[src/rtl/fg_prog_pkg.sv]
// Shared opcode/state encodings and default widths for the floating-gate programming sequencer.
// No logic; FG_PROG_READBACK_EN only decides whether ST_MEASURE is ever reached.
package fg_prog_pkg;
  localparam int ROW_AW_DEF     = 2;
  localparam int COL_AW_DEF     = 3;
  localparam int CNT_W_DEF      = 16;
  localparam int NPULSE_W_DEF   = 8;
  localparam int SETTLE_CYC_DEF = 32;

  typedef enum logic [1:0] {
    OP_INJECT = 2'd0,
    OP_TUNNEL = 2'd1,
    OP_READ   = 2'd2,
    OP_RSVD   = 2'd3
  } op_e;

  typedef enum logic [2:0] {
    ST_IDLE,
    ST_SETUP,
    ST_PULSE,
    ST_GAP,
    ST_HOLD,
    ST_MEASURE,
    ST_DONE
  } state_e;
endpackage

[src/rtl/fg_pulse_timer.sv]
// Load/count-down timer shared by settle, pulse and gap phases; zero is registered-state decode.
// A load of N makes zero rise N cycles later, so a phase loaded with N-1 lasts N cycles.
module fg_pulse_timer #(
  parameter int CNT_W = 16
) (
  input  logic             clk,
  input  logic             rst_n,
  input  logic             load,
  input  logic [CNT_W-1:0] load_val,
  output logic             zero
);
  logic [CNT_W-1:0] cnt;

  always_ff @(posedge clk or negedge rst_n) begin
    if (!rst_n) begin
      cnt <= '0;
    end else if (load) begin
      cnt <= load_val;
    end else if (cnt != '0) begin
      cnt <= cnt - CNT_W'(1);
    end
  end

  assign zero = (cnt == '0);
endmodule

[src/rtl/fg_prog_sequencer.sv]
// Floating-gate program sequencer for one VMM-WTA island; one command in flight, cmd_ready only in IDLE.
// Done lands 2*SETTLE_CYC+2 cycles after a 1x1-cycle inject; FG_PROG_READBACK_EN adds a MEASURE handshake.
module fg_prog_sequencer
  import fg_prog_pkg::*;
#(
  parameter int ROW_AW     = ROW_AW_DEF,
  parameter int COL_AW     = COL_AW_DEF,
  parameter int CNT_W      = CNT_W_DEF,
  parameter int NPULSE_W   = NPULSE_W_DEF,
  parameter int SETTLE_CYC = SETTLE_CYC_DEF
) (
  input  logic                     clk,
  input  logic                     rst_n,
  input  logic                     cmd_valid,
  output logic                     cmd_ready,
  input  logic [1:0]               cmd_op,
  input  logic [ROW_AW-1:0]        cmd_row,
  input  logic [COL_AW-1:0]        cmd_col,
  input  logic [NPULSE_W-1:0]      cmd_npulse,
  input  logic [CNT_W-1:0]         cmd_pw,
  input  logic [CNT_W-1:0]         cmd_gap,
  input  logic                     abort,
  output logic [ROW_AW-1:0]        row_addr,
  output logic [COL_AW-1:0]        col_addr,
  output logic [(1<<ROW_AW)-1:0]   drain_sel,
  output logic                     prog_mode,
  output logic                     inj_en,
  output logic                     tun_en,
  output logic                     busy,
  output logic                     done,
  output logic                     err
`ifdef FG_PROG_READBACK_EN
  ,
  output logic                     meas_req,
  input  logic                     meas_ack,
  input  logic [15:0]              meas_data,
  output logic [15:0]              rd_data,
  output logic                     rd_valid
`endif
);
  localparam int DRAIN_W = 1 << ROW_AW;
  localparam logic [CNT_W-1:0] SETTLE_M1 = CNT_W'(SETTLE_CYC - 1);

  state_e               state, state_n, hold_exit;
  op_e                  op_q, op_in;
  logic [CNT_W-1:0]     pw_q, gap_q, pw_m1, gap_m1, load_val;
  logic [NPULSE_W-1:0]  pulses_left;
  logic                 err_q, kill, accept, load, zero;

  assign op_in  = op_e'(cmd_op);
  assign accept = cmd_valid && cmd_ready;
  // A latched abort (taken together with the accept) still forces the safe exit.
  assign kill   = abort || err_q;
  assign pw_m1  = (pw_q == '0) ? '0 : pw_q - CNT_W'(1);
  assign gap_m1 = (gap_q == '0) ? '0 : gap_q - CNT_W'(1);

  always_comb begin
    hold_exit = ST_DONE;
`ifdef FG_PROG_READBACK_EN
    if (!err_q && !abort && op_q != OP_TUNNEL) hold_exit = ST_MEASURE;
`endif
  end

  always_comb begin
    state_n = state;
    case (state)
      ST_IDLE:  if (cmd_valid) state_n = (op_in == OP_RSVD) ? ST_DONE : ST_SETUP;
      ST_SETUP: begin
        if (kill)      state_n = ST_HOLD;
        else if (zero) state_n = (op_q == OP_READ) ? ST_HOLD : ST_PULSE;
      end
      ST_PULSE: begin
        if (kill)      state_n = ST_HOLD;
        else if (zero) state_n = (pulses_left <= NPULSE_W'(1)) ? ST_HOLD : ST_GAP;
      end
      ST_GAP: begin
        if (kill)      state_n = ST_HOLD;
        else if (zero) state_n = ST_PULSE;
      end
      ST_HOLD:  if (zero) state_n = hold_exit;
`ifdef FG_PROG_READBACK_EN
      ST_MEASURE: if (abort || meas_ack) state_n = ST_DONE;
`endif
      ST_DONE:  state_n = ST_IDLE;
      default:  state_n = ST_IDLE;
    endcase
  end

  always_comb begin
    load     = (state_n != state);
    load_val = '0;
    case (state_n)
      ST_SETUP, ST_HOLD: load_val = SETTLE_M1;
      ST_PULSE:          load_val = pw_m1;
      ST_GAP:            load_val = gap_m1;
      default:           load_val = '0;
    endcase
  end

  fg_pulse_timer #(.CNT_W(CNT_W)) u_timer (
    .clk      (clk),
    .rst_n    (rst_n),
    .load     (load),
    .load_val (load_val),
    .zero     (zero)
  );

  always_ff @(posedge clk or negedge rst_n) begin
    if (!rst_n) begin
      state       <= ST_IDLE;
      op_q        <= OP_INJECT;
      err_q       <= 1'b0;
      row_addr    <= '0;
      col_addr    <= '0;
      pw_q        <= '0;
      gap_q       <= '0;
      pulses_left <= '0;
    end else begin
      state <= state_n;
      if (accept) begin
        op_q  <= op_in;
        err_q <= (op_in == OP_RSVD) || abort;
        // Reserved ops leave the decoders untouched.
        if (op_in != OP_RSVD) begin
          row_addr    <= cmd_row;
          col_addr    <= cmd_col;
          pw_q        <= cmd_pw;
          gap_q       <= cmd_gap;
          pulses_left <= (cmd_npulse == '0) ? NPULSE_W'(1) : cmd_npulse;
        end
      end else if (abort && prog_mode) begin
        err_q <= 1'b1;
      end
      if (state == ST_PULSE && state_n == ST_GAP) pulses_left <= pulses_left - NPULSE_W'(1);
    end
  end

`ifdef FG_PROG_READBACK_EN
  always_ff @(posedge clk or negedge rst_n) begin
    if (!rst_n) begin
      rd_data  <= '0;
      rd_valid <= 1'b0;
    end else begin
      rd_valid <= (state == ST_MEASURE) && meas_ack && !abort;
      if ((state == ST_MEASURE) && meas_ack && !abort) rd_data <= meas_data;
    end
  end

  assign meas_req = (state == ST_MEASURE);
`endif

  assign cmd_ready = (state == ST_IDLE);
  assign busy      = (state != ST_IDLE);
  assign done      = (state == ST_DONE);
  assign err       = (state == ST_DONE) && err_q;
  assign prog_mode = (state == ST_SETUP) || (state == ST_PULSE) || (state == ST_GAP) ||
                     (state == ST_HOLD)  || (state == ST_MEASURE);
  assign drain_sel = (prog_mode && op_q != OP_TUNNEL) ? (DRAIN_W'(1) << row_addr) : '0;
  assign inj_en    = (state == ST_PULSE) && (op_q == OP_INJECT);
  assign tun_en    = (state == ST_PULSE) && (op_q == OP_TUNNEL);
endmodule

[config.mk]
export PLATFORM = sky130hd
export DESIGN_NAME = fg_prog_sequencer
export DESIGN_NICKNAME = d
export VERILOG_FILES = /design/src/rtl/fg_prog_pkg.sv /design/src/rtl/fg_pulse_timer.sv /design/src/rtl/fg_prog_sequencer.sv
export SDC_FILE = /design/constraint.sdc
export NUM_CORES = 1
export LEC_CHECK = 0
export ABC_AREA = 1
export ABC_CLOCK_PERIOD_IN_PS = 4570
export CORE_MARGIN = 1
export CORE_UTILIZATION = 60
export DETAILED_ROUTE_END_ITERATION = 16
export HOLD_SLACK_MARGIN = 0.03
export PLACE_DENSITY_LB_ADDON = 0.2
export SLEW_MARGIN = 15
export SYNTH_ARGS = -nofsm -noshare
export SYNTH_HDL_FRONTEND = slang
export SYNTH_SLANG_ARGS = --single-unit
[constraint.sdc]
create_clock -name clk -period 4.57 [get_ports clk]
set_input_delay 0.6855 -clock clk [delete_from_list [all_inputs] [get_ports clk]]
set_output_delay 0.6855 -clock clk [all_outputs]
set_load 0.05 [all_outputs]
==> results of run 1 <==
-- state kept, by name, summed over array words and instances, names as in the netlist --
name,cells
col_addr,3
err_q,1
gap_q,16
op_q,2
pulses_left,8
pw_q,16
row_addr,2
state,3
u_timer.cnt,16
-- power groups by stage --
stage	combinational, mW	sequential, mW	clock, mW
global route	2.41	1.10	0.511
CTS	2.15	1.06	0.490
global placement	2.06	1.05	0
finish	2.17	1.07	0.487
floorplan	1.61	1.10	0
detailed placement	2.14	1.07	0
-- path summary, 6_finish.rpt --
check,cells after the start,slack (ns),end,startpoint
min in group clk,2,0.47,col_addr[0],col_addr[0]
max in group asynchronous,2,3.21,gap_q[12],rst_n
max,7,1.15,drain_sel[1],state[2]
max reg2reg,16,2.00,u_timer.cnt[6],pulses_left[0]
min,1,0.44,op_q[0],rst_n
min reg2reg,2,0.47,col_addr[0],col_addr[0]
-- layout by cell type, fill, tap and decap left out, drive strengths merged --
cell type,synthesis,final
clkinv,1,2
a21oi,31,31
nand4,11,11
o311ai,1,1
and3,1,1
ha,7,7
o211ai,2,2
nor2,93,93
dfrtp,67,67
nand3,50,50
nor3,23,23
inv,80,80
nor4,4,4
or2,1,1
o22ai,4,4
o21ai,45,45
clkbuf,9,14
a31oi,2,2
clkdlybuf4s50,0,65
nand2,179,179
buf,6,3
xnor2,4,4
bufinv,0,1
o211a,1,1
xor2,32,32
-- cells by family (layout without fill, tap and decap cells) --
group,count (synthesis),after routing
XOR/XNOR,36,36
flip-flops,67,67
AND/OR/NAND/NOR,362,362
buffers and inverters,96,165
adder cells (fa/ha/maj),7,7
AO/OA/AOI/OAI,86,86
-- final cells by class --
cell class              instances  area [um^2]
clock inverters                 2        35.03
repair buffers                 68        670.6
well taps                      99        123.9
inverters                      81        305.3
clock buffers                  14        152.6
fillers                       567         1841
multi-input cells             491         2565
flip-flops and latches         67         1677
-- per-stage QoR --
stage                       util  worst slack, ns  total power [mW]
after detailed placement  0.7248            1.579             3.205
after CTS                 0.7503            1.187             3.704
after floorplan                -           0.5614             2.703
after global routing      0.7503            1.051             4.017
after global placement    0.7248            1.724             3.119
final                     0.7503            1.153             3.721
-- layer usage --
layer	part of all wire	global-route usage	wire length, um	vias to the layer above
li1	-	-	-	2220
met1	0.43	0.3671	4846	2080
met3	0.042	0.04230	474	41
met2	0.49	0.4962	5575	156
met4	0.038	0.1544	432	0
met5	0	0	0	-
==> results.py, run 1 <==
metrics = {
    "synthesis": {
        "ys.flop_type": "dfrtp_1",
        "ys_top_cells_by_area": "dfrtp_1 36%, nand2_1 14%, nor2_1 6.4%, xor2_1 6.1%, inv_1 5.9%",
        "ys_async_sr_fraction": 1.000,
        "synthAdderAreaFrac": 0.01892,
        "synth_edf_count": 0,
        "syn_nets": 712,
        "synth-simple-area-share": 0.3549,
        "synthTopCellsByCount": "167 x nand2_1, 79 x nor2_1, 73 x inv_1, 67 x dfrtp_1, 48 x nand3_1",
        "synth_mux_area_frac": 0,
        "syn_area_um2": 4629,
        "synth_seq_cells": 67,
        "yosysMostFrequentCell": "nand2_1",
        "syn-instance-count": 654,
        "synth-xor-area-share": 0.06811,
        "synth_warnings": 0,
        "synth_top_area_cell": "dfrtp_1",
        "synth_top_family_by_area": "simple AND/OR/NAND/NOR gates",
        "ys_types": 38,
        "synth_compound_gate_area_share": 0.1122,
        "synth_top_area_share": 0.3622,
        "syn_area_per_cell_um2": 7.079,
        "seq_area_frac_synth": 0.3622,
    },
    "cells_and_area": {
        "drive_gt1_frac": 0.09544,
        "layoutNonFillerInstCount": 822,
        "syn2layout_area_growth_pct": 19.43,
        "nNetsFinal": 776,
        "final_area_um2": 5529,
        "diodes": 0,
    },
    "worst_setup_path": {
        "worstPathRequired_ns": 3.88,
        "worst-path-buf-inv": 3,
        "startpoint_type": "register",
        "critPathKind": "register to output pin",
        "path_max_fanout": 6,
        "cp.arrival_ns": 2.73,
        "path_cells": "inv_1, nand2_2, inv_2, a21oi_1, o21ai_0, nor3_1, clkdlybuf4s50_1",
        "slowest_stage": "clkdlybuf4s50_1",
        "end_kind": "output pin",
        "cpPeakStageDelay_ns": 0.85,
        "crit_family": "buffers and inverters",
    },
    "floorplan": {
        "core_area_um2": 7370,
        "die-area_um2": 8071,
        "boundaryPins": 67,
        "rows": 31,
        "start_util": 0.6282,
        "die_h_um": 89.84,
        "die_w_um": 89.84,
    },
    "flow_run": {
        "cap_violations": 0,
    },
    "route": {
        "wl_per_cell_um": 13.78,
        "first_pass_iters": 5,
        "vias": 4497,
        "viasPerCell": 5.471,
        "drc": 0,
        "drtIter0Drc": 233,
        "ant_nets": 0,
        "routed_wl_um": 11330,
    },
    "placed_design": {
        "placed_area_um2": 5341,
        "dp_hpwl_um": 8713,
        "placed_cells": 806,
        "gp_congestion": 0.9168,
        "portBuffers": 66,
    },
    "clock_tree": {
        "cts_buffer_depth": 2,
        "numCtsBuffers": 9,
        "h-tree-depth": 3,
        "insertion_delay_ns": 0.35,
        "cts_tree": "built",
        "root_buffer": "clkbuf_8",
        "post_cts_buffers": 0,
        "clock-sinks": 67,
        "path_clk_slew_ns": 0.07,
        "cts.repair.resized": 0,
        "ctsHoldBuffers": 0,
    },
    "global_route": {
        "grtUsageTotal": 0.2945,
        "grt.overflow.total": 0,
        "grt_pass1_wl_um": 19270,
        "grt_max_degree": 73,
        "antenna_found_initial": 0,
        "grt_pass1_vias": 4341,
    },
    "power_and_ir_drop": {
        "netSwitchingFraction": 0.5044,
        "clkPwrFrac": 0.131,
        "p_int_mw": 1.844,
        "combPwrFrac": 0.583,
        "powerDensity_nw_per_um2": 673.0,
        "power_frac_seq": 0.286,
        "p_leak_nw": 2.593,
        "switching_power_mw": 1.877,
        "vdd.ir_drop.worst_mv": 0.3480,
    },
    "timing": {
        "worst_pin_slew_ns": 0.8911,
        "slew_viol_final": 0,
        "fin_skew_ns": 0.01023,
        "fin_tns_setup_ns": 0,
        "layout_min_cycle_time_ns": 3.417,
        "hold_ws_ns": 0.4420,
        "setup_viol": 0,
        "timing.slew.headroom": 0.4059,
        "hold_viol_final": 0,
        "min_period_over_period": 0.7477,
        "max_freq_mhz": 292.7,
        "rsz0062_at_grt": "no",
    },
    "min_path": {
        "hold_class": "input pin to async pin",
    },
    "outcome": {
        "outcome": "finished, final reports clean",
    },
}
No activity file was read; power rests on OpenSTA's default activity.
==> inputs of run 2 (changes only) <==
--- a/config.mk
+++ b/config.mk
@@ -6,9 +6,9 @@
 export NUM_CORES = 1
 export LEC_CHECK = 0
 export ABC_AREA = 1
-export ABC_CLOCK_PERIOD_IN_PS = 4570
+export ABC_CLOCK_PERIOD_IN_PS = 3500
 export CORE_MARGIN = 1
-export CORE_UTILIZATION = 60
+export CORE_UTILIZATION = 55
 export DETAILED_ROUTE_END_ITERATION = 16
 export HOLD_SLACK_MARGIN = 0.03
 export PLACE_DENSITY_LB_ADDON = 0.2
==> constraint.sdc (replaced) <==
create_clock -name clk -period 3.5 [get_ports clk]
set_input_delay 0.525 -clock clk [delete_from_list [all_inputs] [get_ports clk]]
set_output_delay 0.525 -clock clk [all_outputs]
set_load 0.05 [all_outputs]
==> run 2 against run 1 <==
  * Combinational power increased by 30%
  * Via count decreased by 2.5%
  * Clock skew increased by 0.0013 ns
  * Sequential share of layout area decreased by 0.055 points
  * Register-to-register slack got worse by 1.1 ns
  * Sequential power increased by 30%
  * Die area increased by 8.9%
  * Core utilization decreased by 7.3 points
  * First-iteration DRC count decreased by 21%
  * Critical endpoint unchanged
  * Largest cell class unchanged
  * Wire length decreased by 4.3%
  * Global-route usage decreased by 2.8 points
==> results.py, run 2 (synthesized netlist as in run 1, its figures left out) <==
metrics = {
    "route": {
        "wl_per_cell_um": 13.11,
        "m1WireLength_um": 5081,
        "wl_met3_um": 477,
        "routed_wl_um": 10840,
        "ant_nets": 0,
        "vias": 4385,
        "top_layer_used": "met4",
        "drc": 0,
        "wl_met2_um": 5192,
        "first_pass_iters": 5,
        "viasPerCell": 5.302,
        "drtIter0Drc": 185,
    },
    "timing": {
        "fin_skew_ns": 0.01149,
        "rsz0062_at_grt": "no",
        "setup_viol": 0,
        "slew_viol_final": 0,
        "hold_viol_final": 0,
        "worst_pin_slew_ns": 0.9508,
        "timing.slew.headroom": 0.3661,
        "max_freq_mhz": 310.0,
        "layout_min_cycle_time_ns": 3.226,
        "min_period_over_period": 0.9216,
    },
    "power_and_ir_drop": {
        "p_int_mw": 2.402,
        "powerDensity_nw_per_um2": 872.8,
        "switching_power_mw": 2.432,
        "combPwrFrac": 0.584,
        "clkPwrFrac": 0.128,
        "vdd.ir_drop.worst_mv": 0.4301,
        "power_frac_seq": 0.288,
        "netSwitchingFraction": 0.5031,
        "p_total_mw": 4.835,
        "p_leak_nw": 2.592,
    },
    "floorplan": {
        "boundaryPins": 67,
        "core_area_um2": 8175,
        "die_w_um": 93.75,
        "start_util": 0.5663,
        "rows": 33,
        "die_h_um": 93.75,
        "die-area_um2": 8788,
    },
    "worst_setup_path": {
        "worst-path-buf-inv": 2,
        "end_kind": "output pin",
        "critPathKind": "register to output pin",
        "crit_family": "buffers and inverters",
        "slowest_stage": "clkdlybuf4s50_1",
        "cpPeakStageDelay_ns": 0.84,
        "path_cells": "nor2_1, nand2_2, inv_2, a21oi_1, o21ai_0, nor3_1, clkdlybuf4s50_1",
        "cp.arrival_ns": 2.70,
        "startpoint_type": "register",
        "path_max_fanout": 6,
        "worstPathRequired_ns": 2.97,
    },
    "cells_and_area": {
        "syn2layout_area_growth_pct": 19.65,
        "diodes": 0,
        "fillers": 706,
        "mostFrequentLayoutCell": "nand2_1",
        "drive_gt1_frac": 0.09695,
        "post-route-util": 0.6775,
        "nNetsFinal": 777,
        "final_cell_mix": "167 x nand2_1, 79 x nor2_1, 73 x inv_1",
        "reg_top3": "gap_q (16), pw_q (16), u_timer.cnt (16)",
    },
    "flow_run": {
        "cap_violations": 0,
    },
    "clock_tree": {
        "numCtsBuffers": 9,
        "cts_buffer_depth": 2,
        "post_cts_buffers": 0,
        "cts.repair.resized": 0,
        "clock-sinks": 67,
        "insertion_delay_ns": 0.34,
        "path_clk_slew_ns": 0.07,
        "cts_tree": "built",
        "h-tree-depth": 3,
        "ctsHoldBuffers": 0,
        "root_buffer": "clkbuf_8",
    },
    "placed_design": {
        "gp_congestion": 0.8910,
        "portBuffers": 66,
        "dp_hpwl_um": 8413,
    },
    "global_route": {
        "grt_max_degree": 77,
        "grt_pass1_wl_um": 18520,
        "grt.overflow.total": 0,
        "grtUsageTotal": 0.2668,
        "grt_pass1_vias": 4154,
        "antenna_found_initial": 0,
    },
    "outcome": {
        "outcome": "finished, final reports clean",
    },
    "min_path": {
        "hold_class": "input pin to async pin",
    },
}
run 2: changes by cell type in the layout (fill, tap and decap cells not counted):
cell / change
clkbuf_1: -2
buf_4: +1
clkinv_2: -1
clkinvlp_4: +1
run 2: cell type report:
type	count	area [um^2]	share of cell area
clock buffer	12	145.1	0.02620
clock inverter	2	37.54	0.006777
inverter	81	305.3	0.05512
multi-input combinational	491	2565	0.4631
sequential	67	1677	0.3027
tap	105	131.4	0.02372
timing repair buffer	69	678.2	0.1224
run 2: through the flow:
| step | worst slack [ns] | area (um^2) | std cells | setup TNS [ns] | hold slack, ns |
|---|---|---|---|---|---|
| 2_1_floorplan | -0.3481 | 4629 | 654 | -1.392 | 0.2294 |
| 3_3_place_gp | 0.7976 | 5356 | 813 | 0 | 0.4581 |
| 3_5_place_dp | 0.6836 | 5356 | 813 | 0 | 0.4615 |
| 4_1_cts | 0.3015 | 5539 | 827 | 0 | 0.3593 |
| 5_1_grt | 0.1305 | 5539 | 827 | 0 | 0.4130 |
| 6_report | 0.2744 | 5539 | 827 | 0 | 0.3308 |
run 2: path summary, 6_finish.rpt:
path | start | slack, ns | to | cells after the start
setup / recovery | state[1] | 0.27 | drain_sel[1] | 7
hold / removal | rst_n | 0.33 | op_q[1] | 1
setup reg to reg | pulses_left[0] | 0.92 | u_timer.cnt[7] | 16
hold reg to reg | col_addr[0] | 0.47 | col_addr[0] | 2
max in group asynchronous | rst_n | 2.38 | pw_q[8] | 2
min in group clk | col_addr[0] | 0.47 | col_addr[0] | 2
run 2: metal layers:
layer | GRT usage | vias to the layer above
li1 | - | 2222
met1 | 0.3627 | 2035
met2 | 0.4446 | 115
met3 | 0.04207 | 13
met4 | 0.06538 | 0
met5 | 0 | -
run 2: power by group through the flow:
stage / logic [mW] / clock network [mW] / registers (mW)
floorplan: 2.10 / 0 / 1.43
global placement: 2.71 / 0 / 1.38
detailed placement: 2.80 / 0 / 1.40
CTS: 2.82 / 0.626 / 1.39
global route: 3.15 / 0.655 / 1.43
finish: 2.82 / 0.619 / 1.39
==> inputs of run 3 (changes only) <==
--- a/config.mk
+++ b/config.mk
@@ -6,11 +6,9 @@
 export NUM_CORES = 1
 export LEC_CHECK = 0
 export ABC_AREA = 1
-export ABC_CLOCK_PERIOD_IN_PS = 3500
 export CORE_MARGIN = 1
 export CORE_UTILIZATION = 55
 export DETAILED_ROUTE_END_ITERATION = 16
-export HOLD_SLACK_MARGIN = 0.03
 export PLACE_DENSITY_LB_ADDON = 0.2
 export SLEW_MARGIN = 15
 export SYNTH_ARGS = -nofsm -noshare
==> results of run 3 <==
No change in the layout: final DEF, timing and power equal those of run 2.
